===== src/rtl/reg_file_scoreboard.sv =====
// Register file with per-register pending-write counters, RAW stall, writeback bypass,
// and a single registered operand slot toward execute (1-cycle issue latency).
module reg_file_scoreboard #(
  parameter int XLEN  = 32,
  parameter int NREG  = 32,
  parameter int AW    = 5,
  parameter int CNT_W = 2
) (
  input  logic             clk,
  input  logic             rst,
  input  logic             issue_valid,
  output logic             issue_ready,
  input  logic             rs1_en,
  input  logic             rs2_en,
  input  logic [AW-1:0]    rs1,
  input  logic [AW-1:0]    rs2,
  input  logic             rd_en,
  input  logic [AW-1:0]    rd,
  output logic             op_valid,
  input  logic             op_ready,
  output logic [XLEN-1:0]  op_rs1_data,
  output logic [XLEN-1:0]  op_rs2_data,
  output logic             op_rd_en,
  output logic [AW-1:0]    op_rd,
  input  logic             wb_en,
  input  logic [AW-1:0]    wb_rd,
  input  logic [XLEN-1:0]  wb_data,
  output logic             stall_hazard
);

  localparam logic [CNT_W-1:0] PEND_MAX = '1;
  localparam logic [CNT_W-1:0] PEND_ONE = CNT_W'(1);

  logic [XLEN-1:0]  regs [NREG];
  logic [CNT_W-1:0] pend [NREG];

  logic            byp1, byp2, haz1, haz2, sat;
  logic            slot_free, accept, inc_en, dec_en;
  logic [XLEN-1:0] rs1_val, rs2_val;

  // A writeback retiring the last outstanding writer of a source clears the hazard.
  always_comb begin
    byp1 = rs1_en && (rs1 != '0) && wb_en && (wb_rd == rs1) && (pend[rs1] == PEND_ONE);
    byp2 = rs2_en && (rs2 != '0) && wb_en && (wb_rd == rs2) && (pend[rs2] == PEND_ONE);
    haz1 = rs1_en && (rs1 != '0) && (pend[rs1] != '0) && !byp1;
    haz2 = rs2_en && (rs2 != '0) && (pend[rs2] != '0) && !byp2;
    rs1_val = '0;
    if (rs1_en && (rs1 != '0)) rs1_val = byp1 ? wb_data : regs[rs1];
    rs2_val = '0;
    if (rs2_en && (rs2 != '0)) rs2_val = byp2 ? wb_data : regs[rs2];
    sat = rd_en && (rd != '0) && (pend[rd] == PEND_MAX) && !(wb_en && (wb_rd == rd));
  end

  assign slot_free    = !op_valid || op_ready;
  assign issue_ready  = !rst && slot_free && !haz1 && !haz2 && !sat;
  assign stall_hazard = issue_valid && slot_free && !issue_ready;
  assign accept       = issue_valid && issue_ready;
  assign inc_en       = accept && rd_en && (rd != '0);
  assign dec_en       = wb_en && (wb_rd != '0) && (pend[wb_rd] != '0);

  always_ff @(posedge clk) begin
    if (rst) begin
      for (int i = 0; i < NREG; i++) begin
        regs[i] <= '0;
        pend[i] <= '0;
      end
      op_valid    <= 1'b0;
      op_rs1_data <= '0;
      op_rs2_data <= '0;
      op_rd_en    <= 1'b0;
      op_rd       <= '0;
    end else begin
      if (wb_en && (wb_rd != '0)) regs[wb_rd] <= wb_data;
      // Increment and decrement on the same register cancel out.
      if (inc_en && !(dec_en && (wb_rd == rd))) pend[rd] <= pend[rd] + PEND_ONE;
      if (dec_en && !(inc_en && (wb_rd == rd))) pend[wb_rd] <= pend[wb_rd] - PEND_ONE;
      if (accept) begin
        op_valid    <= 1'b1;
        op_rs1_data <= rs1_val;
        op_rs2_data <= rs2_val;
        op_rd_en    <= rd_en;
        op_rd       <= rd;
      end else if (op_ready) begin
        op_valid <= 1'b0;
      end
    end
  end

endmodule


===== config.mk =====
export PLATFORM = sky130hd
export DESIGN_NAME = reg_file_scoreboard
export DESIGN_NICKNAME = d
export VERILOG_FILES = /design/src/rtl/reg_file_scoreboard.sv
export SDC_FILE = /design/constraint.sdc
export NUM_CORES = 2
export LEC_CHECK = 0
export ABC_AREA = 1
export BUFFER_PORTS_ARGS = -buffer_cell sky130_fd_sc_hd__buf_2
export CELL_PAD_IN_SITES_DETAIL_PLACEMENT = 2
export CELL_PAD_IN_SITES_GLOBAL_PLACEMENT = 2
export CORE_ASPECT_RATIO = 2
export CORE_MARGIN = 1
export CORE_UTILIZATION = 36
export DETAILED_ROUTE_END_ITERATION = 6
export PLACE_DENSITY_LB_ADDON = 0.2
export SYNTH_ARGS = -nofsm -noshare
export SYNTH_HDL_FRONTEND = slang
export SYNTH_SLANG_ARGS = --single-unit
export TNS_END_PERCENT = 20

===== constraint.sdc =====
create_clock -name clk -period 4 [get_ports clk]
set_input_delay 0.8 -clock clk [delete_from_list [all_inputs] [get_ports clk]]
set_output_delay 0.8 -clock clk [all_outputs]
set_load 0.01 [all_outputs]

==> key figures <==
Synthesis
  – Synthesized area: roughly 65000 µm²
  – Post-synthesis simple-gate area fraction: 0.220
  – Mux cell area share after synthesis: 0
  – Yosys warning count: 0
  – Adder-Cell Fraction of Synth Area: 0.000387
  – Syn Inst Count: about 7700
  – Post-synth cell types: 38
  – EDFF count, synth: 1088
  – Register bit total from synthesis: 1159
  – Main synth FF type: edfxtp_1
  – Largest family of logic cells by synthesized area: simple AND/OR/NAND/NOR gates
  – Post-Synth XOR/XNOR Area: 0.00108
  – Complex-gate fraction of the synthesized area: 0.181
  – Sequential element share of the synthesized area: 0.528
  – Post-synthesis area per instance: approximately 8.4 µm²
  – Asr flop ratio synth: 0

Clocking
  – Clock Latency Late Sink: around 750 ps
  – Clock sink total: approximately 1200
  – CTS tree: built
  – # hold bufs at CTS: 0
  – Htree depth: 3
  – Root Buffer: clkbuf_16
  – Clk buf depth: 3
  – Total CTS buffers: roughly 110
  – Reg clk slew, reported paths: 70 ps

Final layout
  – Most frequent cells in the layout: nor2_1 (1393), nand2_1 (1368), edfxtp_1 (1088)
  – # fillers: 19867
  – Fin nets: approximately 7800
  – Final Instance Count excl. Fillers: approximately 10000
  – Area Overhead vs Synth: 14.1%
  – Share of cells above drive strength 1: 0.114
  – Design Area, Final: approximately 74000 µm²
  – Most common cell after layout, fill and taps aside: nor2_1

Pwr
  – Pint: 0.0212 W
  – PwrDens: 417 nW/µm²
  – Combinational power share: 0.173
  – Sequential share of power: 0.467
  – Clock power share: 0.360
  – NetSw: between 0.009 and 0.01 W
  – Sw frac: 0.310
  – Maximum VDD drop: ~0.44 mV
  – Leak: between 20 and 30 nW

Timing
  – Final worst slack: about 90 ps
  – Final setup violating endpoints: 0
  – Clk_skew: 28.3 ps
  – Sum Neg Setup Slack: 0 ps
  – Hold Vio Cnt, Final: 0
  – RSZ-0062 raised after global routing: false
  – Tmin final: 3910 ps
  – Max Clk Rate: approximately 260 MHz
  – Period utilization: 0.978
  – Rel. slew slack: 0.147
  – Slew @ Worst Pin: between 1000 and 1500 ps
  – Max-slew violations: 0

GRT
  – GRT Total Usage: 0.381
  – Largest net degree at the start of global routing: between 90 and 100
  – Number of global-route vias before repair: about 70000
  – Grt total ovfl: 0
  – Antenna violations before repair: 14
  – First-pass GRT wire length: 496 mm

Worst setup path
  – Crit path DAT: 3110 ps
  – Worst reg2reg endpoint: op_rs2_data[19]
  – Setup crit end kind: primary output
  – Worst setup SP type: flop
  – Slowest CP cell: edfxtp_1
  – Max incr delay on CP: about 550 ps
  – Reg2Reg Setup Slack: 570 ps
  – Required @ worst endpoint: 3200 ps
  – CP Max Fanout: 4
  – CP top delay family: simple AND/OR/NAND/NOR gates
  – R2r startpoint: pend[18][0]
  – Worst Reg-to-Reg Cells: 13
  – CP Class: flop to primary output
  – Critical-path cell list: nand2_1 -> o2111ai_1 -> nand2_1 -> nand4_1 -> or2_2 -> ha_2 -> inv_1 -> nor2_1 -> a21oi_1 -> nand3_2 -> nand3_1 -> inv_1 -> buf_2
  – Worst path bufs/invs: 3

Outcome
  – Outcome: finished, final reports clean

Job
  – Max-Cap Viols: 0

Floorplanning
  – Core box area: 178000 µm²
  – Die Span X: 302 µm
  – Die Ht: around 600 µm
  – Initial Util: 0.363
  – Row Count: roughly 220
  – DIE AREA: about 180000 µm²
  – I/O pins: 133

Place
  – Post-detail-place hpwl: roughly 230 mm
  – DP Area: about 70000 µm²
  – IO buf count: 132
  – Dpl cells: roughly 10000
  – Gpl congestion: slightly below 1
  – Setup WS pre-CTS: 20.0 ps

Route
  – First-pass DRT Iterations: 6
  – Vias per std cell: about 6.3
  – 1st-iter DRT viols: ~5400
  – Drt drc: 0
  – Final ANT Viol Nets: 0
  – WL per Instance: roughly 34 µm
  – Drt total wl: 351 mm
  – Vias post-DR: 64372

Worst hold path
  – Hold path start: rd_en
  – Hold depth: 3
  – Tightest Hold Check Type: input pin to flop
  – Hold path endpoint: op_rd_en
==> logic make-up after synthesis <==
family                     after synthesis
buffers and inverters                 1067
adders and majority gates                2
and+or+nand+nor                       3516
xor gates and xnor gates                 8
AOI/OAI and AO/OA                     1983
DFF                                   1159
other                                    1
==> tightest hold or removal path: cells and delay by family <==
family                 cells  cell delay, ps
buffers and inverters      1             110
and+or+nand+nor            2             130
==> per-layer routing <==
| metal | GRT usage | wire length, µm |
|---|---|---|
| met5 | 0 | 64 |
| met4 | 0.348 | 38000 |
| met1 | 0.400 | 119000 |
| met2 | 0.647 | 171000 |
| met3 | 0.0636 | 23000 |
==> metrics by stage <==
step	power [W]	hold slack (ps)	util
after floorplan	0.0170	513	-
after global placement	0.0195	474	0.393
after detailed placement	0.0197	491	0.393
after CTS	0.0306	300	0.413
after global routing	0.0314	350	0.414
final	0.0307	325	0.414
==> power by group through the flow <==
stage / combinational, W / sequential, W / clock [W]
finish: 0.00531 / 0.0143 / 0.0111
global route: 0.00551 / 0.0144 / 0.0115
CTS: 0.00518 / 0.0143 / 0.0112
detailed placement: 0.00514 / 0.0146 / 0
global placement: 0.00500 / 0.0145 / 0
floorplan: 0.00256 / 0.0144 / 0
==> registers in the layout, indices dropped and copies added (netlist names) <==
signal / cells
regs: 1024
pend: 64
op_rs1_data: 32
op_rs2_data: 32
op_rd: 5
op_rd_en: 1
op_valid: 1
==> final cells by class <==
| class | count | area (µm²) | share of cell area |
|---|---|---|---|
| sequential | 1159 | 34100 | 0.463 |
| clock buffer | 147 | 3110 | 0.0423 |
| multi-input combinational | 5543 | 26300 | 0.357 |
| timing repair buffer | 611 | 5540 | 0.0752 |
| clock inverter | 65 | 509 | 0.00691 |
| inverter | 307 | 1200 | 0.0163 |
| antenna | 9 | 22.5 | 0.000306 |
| tap | 2320 | 2900 | 0.0394 |
==> how the worst max path moves through the flow <==
stage / start / to / slack (ps) / cells after the start
finish: pend[20][1] / stall_hazard / 90 / 13
global route: pend[20][1] / stall_hazard / 20 / 13
CTS: pend[20][1] / stall_hazard / 0.3 / 13
detailed placement: rd[1] / pend[4][1] / 20 / 20
global placement: rd[1] / pend[30][0] / 120 / 20
floorplan: rd[0] / pend[10][0] / 210 / 19
==> synth_stat cells, types with 6 or more instances <==
library cell  number  area [µm²]
o221ai_1          13         114
a211oi_1          36         270
nand3_1          597        2990
inv_2             11        41.3
buf_2            289        1450
inv_1            296        1110
clkbuf_1         358        1340
nand4_1           71         444
dfxtp_1           71        1420
o21ai_1           65         325
buf_1             72         270
a21oi_1          829        4150
edfxtp_1        1088       32700
nand2_1         1430        5370
xor2_1             7        61.3
buf_6              8        90.1
a22oi_1          257        1930
o211ai_1         273        2050
nor2_1          1395        5240
buf_4             33         248
a32o_1             6        60.1
a22o_1            14         123
o21ai_0          454        2270
a211oi_2          16         200
o2111ai_1         16         140
nor3_1            14        70.1
==> what timing repair did <==
action                                 CTS  global route
endpoints found under the hold margin    0             0
cloned                                   0             0
setup endpoints to repair                2             2
resized for setup                        1             4
buffers inserted                         5             3
pin swaps                                0             2
No activity file was read; power rests on OpenSTA's default activity.
